<file path="config.mk">
export PLATFORM = sky130hd
export DESIGN_NAME = leaf_user_fifo
export DESIGN_NICKNAME = d
export VERILOG_FILES = /design/src/rtl/leaf_user_fifo.sv
export SDC_FILE = /design/constraint.sdc
export NUM_CORES = 1
export LEC_CHECK = 0
export CAP_MARGIN = 0
export CORE_MARGIN = 2
export CORE_UTILIZATION = 61
export DETAILED_ROUTE_END_ITERATION = 8
export HOLD_SLACK_MARGIN = 0.1
export PLACE_DENSITY = 0.79
export RECOVER_POWER = 50
export SLEW_MARGIN = 20
export SYNTH_ARGS = -nofsm -noshare
export SYNTH_HDL_FRONTEND = slang
export SYNTH_SLANG_ARGS = --single-unit
</file>
<file path="constraint.sdc">
create_clock -name clk -period 2.4 [get_ports clk]
set_clock_uncertainty 0.15 [all_clocks]
set_input_delay 0.6 -clock clk [delete_from_list [all_inputs] [get_ports clk]]
set_output_delay 0.6 -clock clk [all_outputs]
set_load 0.02 [all_outputs]
</file>
<file path="src/rtl/leaf_user_fifo.sv">
// Elastic vld/ack buffer with a registered first-word-fall-through head,
// registered handshakes and an occupancy count.
module leaf_user_fifo #(
  parameter int PAYLOAD_BITS = 32,
  parameter int DEPTH_BITS   = 4,
  parameter int AF_LEVEL     = 12
) (
  input  logic                    clk,
  input  logic                    reset_n,
  input  logic [PAYLOAD_BITS-1:0] din,
  input  logic                    din_vld,
  output logic                    din_ack,
  output logic [PAYLOAD_BITS-1:0] dout,
  output logic                    dout_vld,
  input  logic                    dout_ack,
  output logic [DEPTH_BITS:0]     count,
  output logic                    almost_full
);

  localparam int DEPTH = 1 << DEPTH_BITS;
  localparam logic [DEPTH_BITS:0]   FULL_CNT = (DEPTH_BITS+1)'(DEPTH);
  localparam logic [DEPTH_BITS:0]   AF_CNT   = (DEPTH_BITS+1)'(AF_LEVEL);
  localparam logic [DEPTH_BITS:0]   ONE_CNT  = (DEPTH_BITS+1)'(1);
  localparam logic [DEPTH_BITS-1:0] ONE_PTR  = DEPTH_BITS'(1);

  logic [PAYLOAD_BITS-1:0] mem [DEPTH];
  logic [DEPTH_BITS-1:0]   wr_ptr;
  logic [DEPTH_BITS-1:0]   rd_ptr;
  logic [DEPTH_BITS-1:0]   rd_ptr_next;
  logic [DEPTH_BITS:0]     count_next;
  logic                    push;
  logic                    pop;
  logic                    head_load;
  logic [PAYLOAD_BITS-1:0] head_next;

  assign push        = din_vld && din_ack;
  assign pop         = dout_vld && dout_ack;
  assign rd_ptr_next = rd_ptr + ONE_PTR;

  always_comb begin
    count_next = count;
    if (push && !pop)
      count_next = count + ONE_CNT;
    else if (!push && pop)
      count_next = count - ONE_CNT;
  end

  // The head slot is also a storage slot: every word is written to mem, and
  // dout is a registered copy of mem[rd_ptr]. When the successor has not yet
  // been written (empty, or one word held), it is taken straight from din.
  always_comb begin
    head_load = 1'b0;
    head_next = din;
    if (!dout_vld) begin
      head_load = push;
    end else if (pop) begin
      if (count == ONE_CNT) begin
        head_load = push;
      end else begin
        head_load = 1'b1;
        head_next = mem[rd_ptr_next];
      end
    end
  end

  always_ff @(posedge clk) begin
    if (push)
      mem[wr_ptr] <= din;
  end

  always_ff @(posedge clk or negedge reset_n) begin
    if (!reset_n) begin
      wr_ptr      <= '0;
      rd_ptr      <= '0;
      count       <= '0;
      din_ack     <= 1'b0;
      almost_full <= 1'b0;
      dout_vld    <= 1'b0;
      dout        <= '0;
    end else begin
      if (push)
        wr_ptr <= wr_ptr + ONE_PTR;
      if (pop)
        rd_ptr <= rd_ptr_next;
      count       <= count_next;
      din_ack     <= (count_next != FULL_CNT);
      almost_full <= (count_next >= AF_CNT);
      dout_vld    <= (count_next != '0);
      if (head_load)
        dout <= head_next;
    end
  end

endmodule

</file>
# After elaboration in Yosys (flattened, before gate mapping)
# Memories as Yosys holds them, arrays and structs flattened.
# Index checks and enable logic that the tools add are counted.
dict set report classes {
  n_addsub 4
  n_lt_le_gt_ge 1
  n_eq_ne 2
  mux 10
  n_reduce_logical 7
}
# operator n
set ops {}
lappend ops {{$mux 32} 3}
lappend ops {{$mux 5} 2}
lappend ops {{$add 4x1->4 const B} 2}
lappend ops {{$add 5x1->5 const B} 1}
lappend ops {{$eq 5x1->1 const B} 1}
lappend ops {{$ge 5x4->1 const B} 1}
lappend ops {{$mux 1} 5}
lappend ops {{$ne 5x5->1 const B} 1}
lappend ops {{$reduce_bool 5->1} 1}
lappend ops {{$sub 5x1->5 const B} 1}
lappend ops {{$logic_and 1x1->1} 4}
lappend ops {{$logic_not 1->1} 2}
dict set report word_totals {
  reg_bits 48
  ramBits 512
  in_bits 36
  out_inout_bits 40
  mem_count 1
}
# memory words word_bits rd rd_ports_with_merged_regs write_ports line_no
set mem_list {}
lappend mem_list {mem 16 32 1 0 1 26} ;# logic [PAYLOAD_BITS-1:0] mem [DEPTH];

# Longest topological paths before layout
dict set report logic_depth {
  word_depth 6
  depth_mapped 9
  depth_no_buf 7
}

# Least setup slack after synthesis
# OpenSTA, ideal clock, no wires.
dict set report synth_timing {
  kind {input to register}
  start {in din_vld}
  end {mem mem[8][0], enable pin}
  setup_time_ns 0.392
  arrival_ns 1.830
  required_time_ns 1.858
  setup_slack_ns 0.028
  cell_stages 3
  path_buffers 0
  path_cell_list {nand2_1 nor3b_1 and2_1}
}
dict set report synth_via {
  elab_chain_len 3
}
# element line_no
set synth_rtl {}
lappend synth_rtl {{from (decl)} 11} ;# input logic din_vld,
lappend synth_rtl {{$logic_and 1x1->1} 36} ;# assign push = din_vld && din_ack;
lappend synth_rtl {{$mux 1} 67} ;# if (push)
lappend synth_rtl {{$mux 1 (implied by the code)} 68} ;# mem[wr_ptr] <= din;
lappend synth_rtl {{to (decl)} 26}
# No other way between the ends.

# Worst setup path in the final report
dict set report layout_timing {
  start {reg dout_vld}
  end {out dout_vld}
}
# element line_no
set layout_rtl {}
lappend layout_rtl {{from (decl)} 14} ;# output logic dout_vld,
lappend layout_rtl {{from (signal assigned)} 88} ;# dout_vld <= (count_next != '0);
# No word-level cell between the ends.

==> impl_results.md <==
* Total leakage power at about 9.3 nW
* Num rows at approximately 70
* Ys Warns at 0
* Share of layout cells above drive strength 1 at between 10% and 20%
* Drt drc at 0
* Synth top area share at between 60% and 70%
* First-pass GRT wire length at about 75000 µm
* Pwr per Cell Area at about 1400 nW/µm²
* R2r startpoint: rd_ptr[1]
* Post-Syn Instances at ~1300
* Required @ worst endpoint at roughly 1.7 ns
* Busiest grt layer: met2
* Wire per inst at around 25 µm
* Ranking of synthesized cells by area: edfxtp_1 70%, mux2i_1 12%, dfrtp_1 5.4%
* Hold crit path type: reg2reg
* Largest net degree at the start of global routing at about 50
* I/O pin cnt at 76
* Clock Sinks at 560
* Buf+Inv Stages, Crit Path at 1
* DRT Pass-1 Iters at 5
* DRT Wirelength at between 40000 and 50000 µm
* Post-synth EDFFs at approximately 500
* Flop2flop setup slack at approximately 0.090 ns
* Register Area at approximately 17000 µm²
* Highest clock rate at 425.3 MHz
* Critical path, cell by cell: clkdlybuf4s50_1
* Post-DP HPWL at a little over 30000 µm
* Crit path largest cell delay at about 0.63 ns
* GRT Total Usage at 26.22%
* Clk_lat worst skew at ~0.58 ns
* Fillers at roughly 2100
* Initial antenna violation count at 0
* Slew HR at ~5.6%
* Pre-CTS worst setup slack at -0.2257 ns
* Biggest area consumer among synthesized cells: edfxtp_1
* Setup TNS at 0 ns
* Setup crit start kind: flip-flop
* Clock root buffer: clkbuf_16
* Cell Area, Synth at around 22000 µm²
* Final setup margin at 0.04851 ns
* Hold depth at 1
* WP data arrival at 1.60 ns
* Die Y at 194.2 µm
* Yosys reg bits at 560
* Area Overhead vs Synth at 18.85%
* Die Area at ~38000 µm²
* Reg2reg end: dout[24]
* Slowest CP cell: clkdlybuf4s50_1
* Clock transition at path regs at ~0.06 ns
* Worst R2R Path Depth at 7
* Total grt overflow at 0
* Outcome: completed
* Net Count, Synth at ~1300
* Slew Limit Fails at 0
* Final GP Congestion at a little under 0.8
* Hold Path Sink: rd_ptr[3]
* Ys async rst share at approximately 8.6%
* Met2 Use GR at about 44%
* DR iter-0 viols at ~1100
* Num CTS Buffers at 55
* Worst-path maximum fanout at 4
* RSZ-0062 raised after global routing: no
* DR vias/cell at about 6.3
* Nets at around 1500
* Die Wd at 194.2 µm
* M3 GR Usage at under 10%
* Initial core utilization at 62.04%
* Slew of the pin with the lowest slew margin at 1.416 ns
* Count of cell types in the netlist at 35
* Port-buffer cells at 75
* Final hold violations at 0
* TritonCTS clock tree: yes
* VDD IR max at between 1 and 1.5 mV
* Max-cap viol count at 0
* Top delay family on crit path: buffers and inverters
* Met1 usage at ~36%
* Sequential fraction of the synthesis area at 75.11%
* Final min period at around 2.4 ns
* H-tree Lvls at 2
* Antenna Cells at 0
* Final setup violation count at 0
* CP Class: reg2out
* Post-synth top flop: edfxtp_1
* Clk buf depth at 3
* Antenna-violating nets left at 0
* Number of global-route vias before repair at approximately 13000
* CP endpoint kind: primary output
* Core Area at between 30000 and 40000 µm²
* Routed via count at between 10000 and 15000
* Hold Crit Start: rd_ptr[3]
* Syn_area_per_cell at approximately 17 µm²
* Part of the cycle the worst path needs at between 90% and 100%
* Area of the multi-input gates at between 5000 and 6000 µm²
==> state kept, by name (all words and copies together), names as in the netlist <==
name	cells
almost_full	1
count	5
din_ack	1
dout	32
dout_vld	1
mem	512
rd_ptr	4
wr_ptr	4
==> metal layers <==
| metal | part of all wire, % | up-vias |
|---|---|---|
| met5 | 0 | - |
| met4 | 1.9 | 0 |
| met3 | 7.7 | 86 |
| met2 | 49 | 564 |
| met1 | 41 | 6278 |
| li1 | - | 5421 |
==> cells by family (layout without fill, tap and decap cells) <==
logic type,Yosys count,after routing,share of synthesized area (%)
AO/OA/AOI/OAI,234,234,7.847
multiplexers,256,256,11.61
buffers and inverters,82,307,1.973
AND/OR/NAND/NOR,122,122,2.489
adder cells (fa/ha/maj),8,8,0.4536
XOR/XNOR,13,13,0.5159
flip-flops,560,560,75.11
==> cells in the mapped netlist (8+ instances only) <==
library cell,number
ha_1,8
dfrtp_1,48
and2_1,16
a22oi_2,20
mux2i_1,256
inv_1,8
a22oi_1,108
nand2_1,80
a311oi_1,31
a21oi_1,64
clkbuf_1,15
buf_2,48
edfxtp_1,512
xnor2_1,10
==> layout make-up <==
| type | count | area share (%) |
|---|---|---|
| Inverter | 8 | 0.1145 |
| Timing Repair Buffer | 197 | 8.310 |
| Clock inverter | 24 | 0.7823 |
| Sequential cell | 560 | 63.20 |
| Tap cell | 461 | 2.199 |
| Clock buffer | 78 | 5.844 |
| Multi-Input combinational cell | 633 | 19.55 |
==> cells in the final DEF, fill, tap and decap left out, types with 12 or more instances in the layout <==
| cell | Yosys | routed |
|---|---|---|
| and2_2 | 0 | 13 |
| a22oi_1 | 108 | 107 |
| clkbuf_1 | 15 | 54 |
| nand2_1 | 80 | 80 |
| clkdlybuf4s50_1 | 0 | 35 |
| mux2i_1 | 256 | 256 |
| a22oi_2 | 20 | 21 |
| edfxtp_1 | 512 | 512 |
| dlygate4sd3_1 | 0 | 35 |
| dfrtp_1 | 48 | 48 |
| clkinv_2 | 0 | 12 |
| a311oi_1 | 31 | 31 |
| buf_12 | 0 | 53 |
| buf_4 | 4 | 28 |
| clkbuf_16 | 0 | 55 |
| a21oi_1 | 64 | 64 |
==> worst max path at each step <==
stage	startpoint	end	slack [ns]	cells past startpoint
after floorplan	din_vld	mem[8][0]	0.03	3
after global placement	din_vld	mem[11][29]	-0.23	6
after detailed placement	din_vld	mem[11][24]	-0.23	6
after CTS	dout[19]	dout[19]	0.004	1
after global routing	dout_vld	dout_vld	0.003	1
final	dout_vld	dout_vld	0.05	1
==> power breakdown <==
| group | internal [mW] | switching [mW] |
|---|---|---|
| combinational | 6.41 | 8.44 |
| sequential | 12.0 | 0.543 |
| clock | 4.76 | 3.47 |
| total | 23.2 | 12.5 |
==> what timing repair did <==
item                                    in CTS  in global routing
endpoints found under the hold margin       48                  0
gates cloned                                 0                  0
endpoints found under the setup margin       4                  2
resized for setup                            4                  2
buffers inserted                             0                  0
hold buffers                                 1                  0
==> metrics by stage <==
step	hold slack [ns]	utilization [%]	cells	instance area (µm²)	total power, mW
2_1_floorplan	0.1544	-	1275	22070	22.22
3_3_place_gp	0.3240	69.30	1858	24650	27.04
3_5_place_dp	0.3615	69.30	1858	24650	27.43
4_1_cts	0.3736	74.20	1961	26390	35.68
5_1_grt	0.3939	73.74	1961	26230	36.94
6_report	0.3723	73.74	1961	26230	35.61
(Power assumes the default switching activity.)
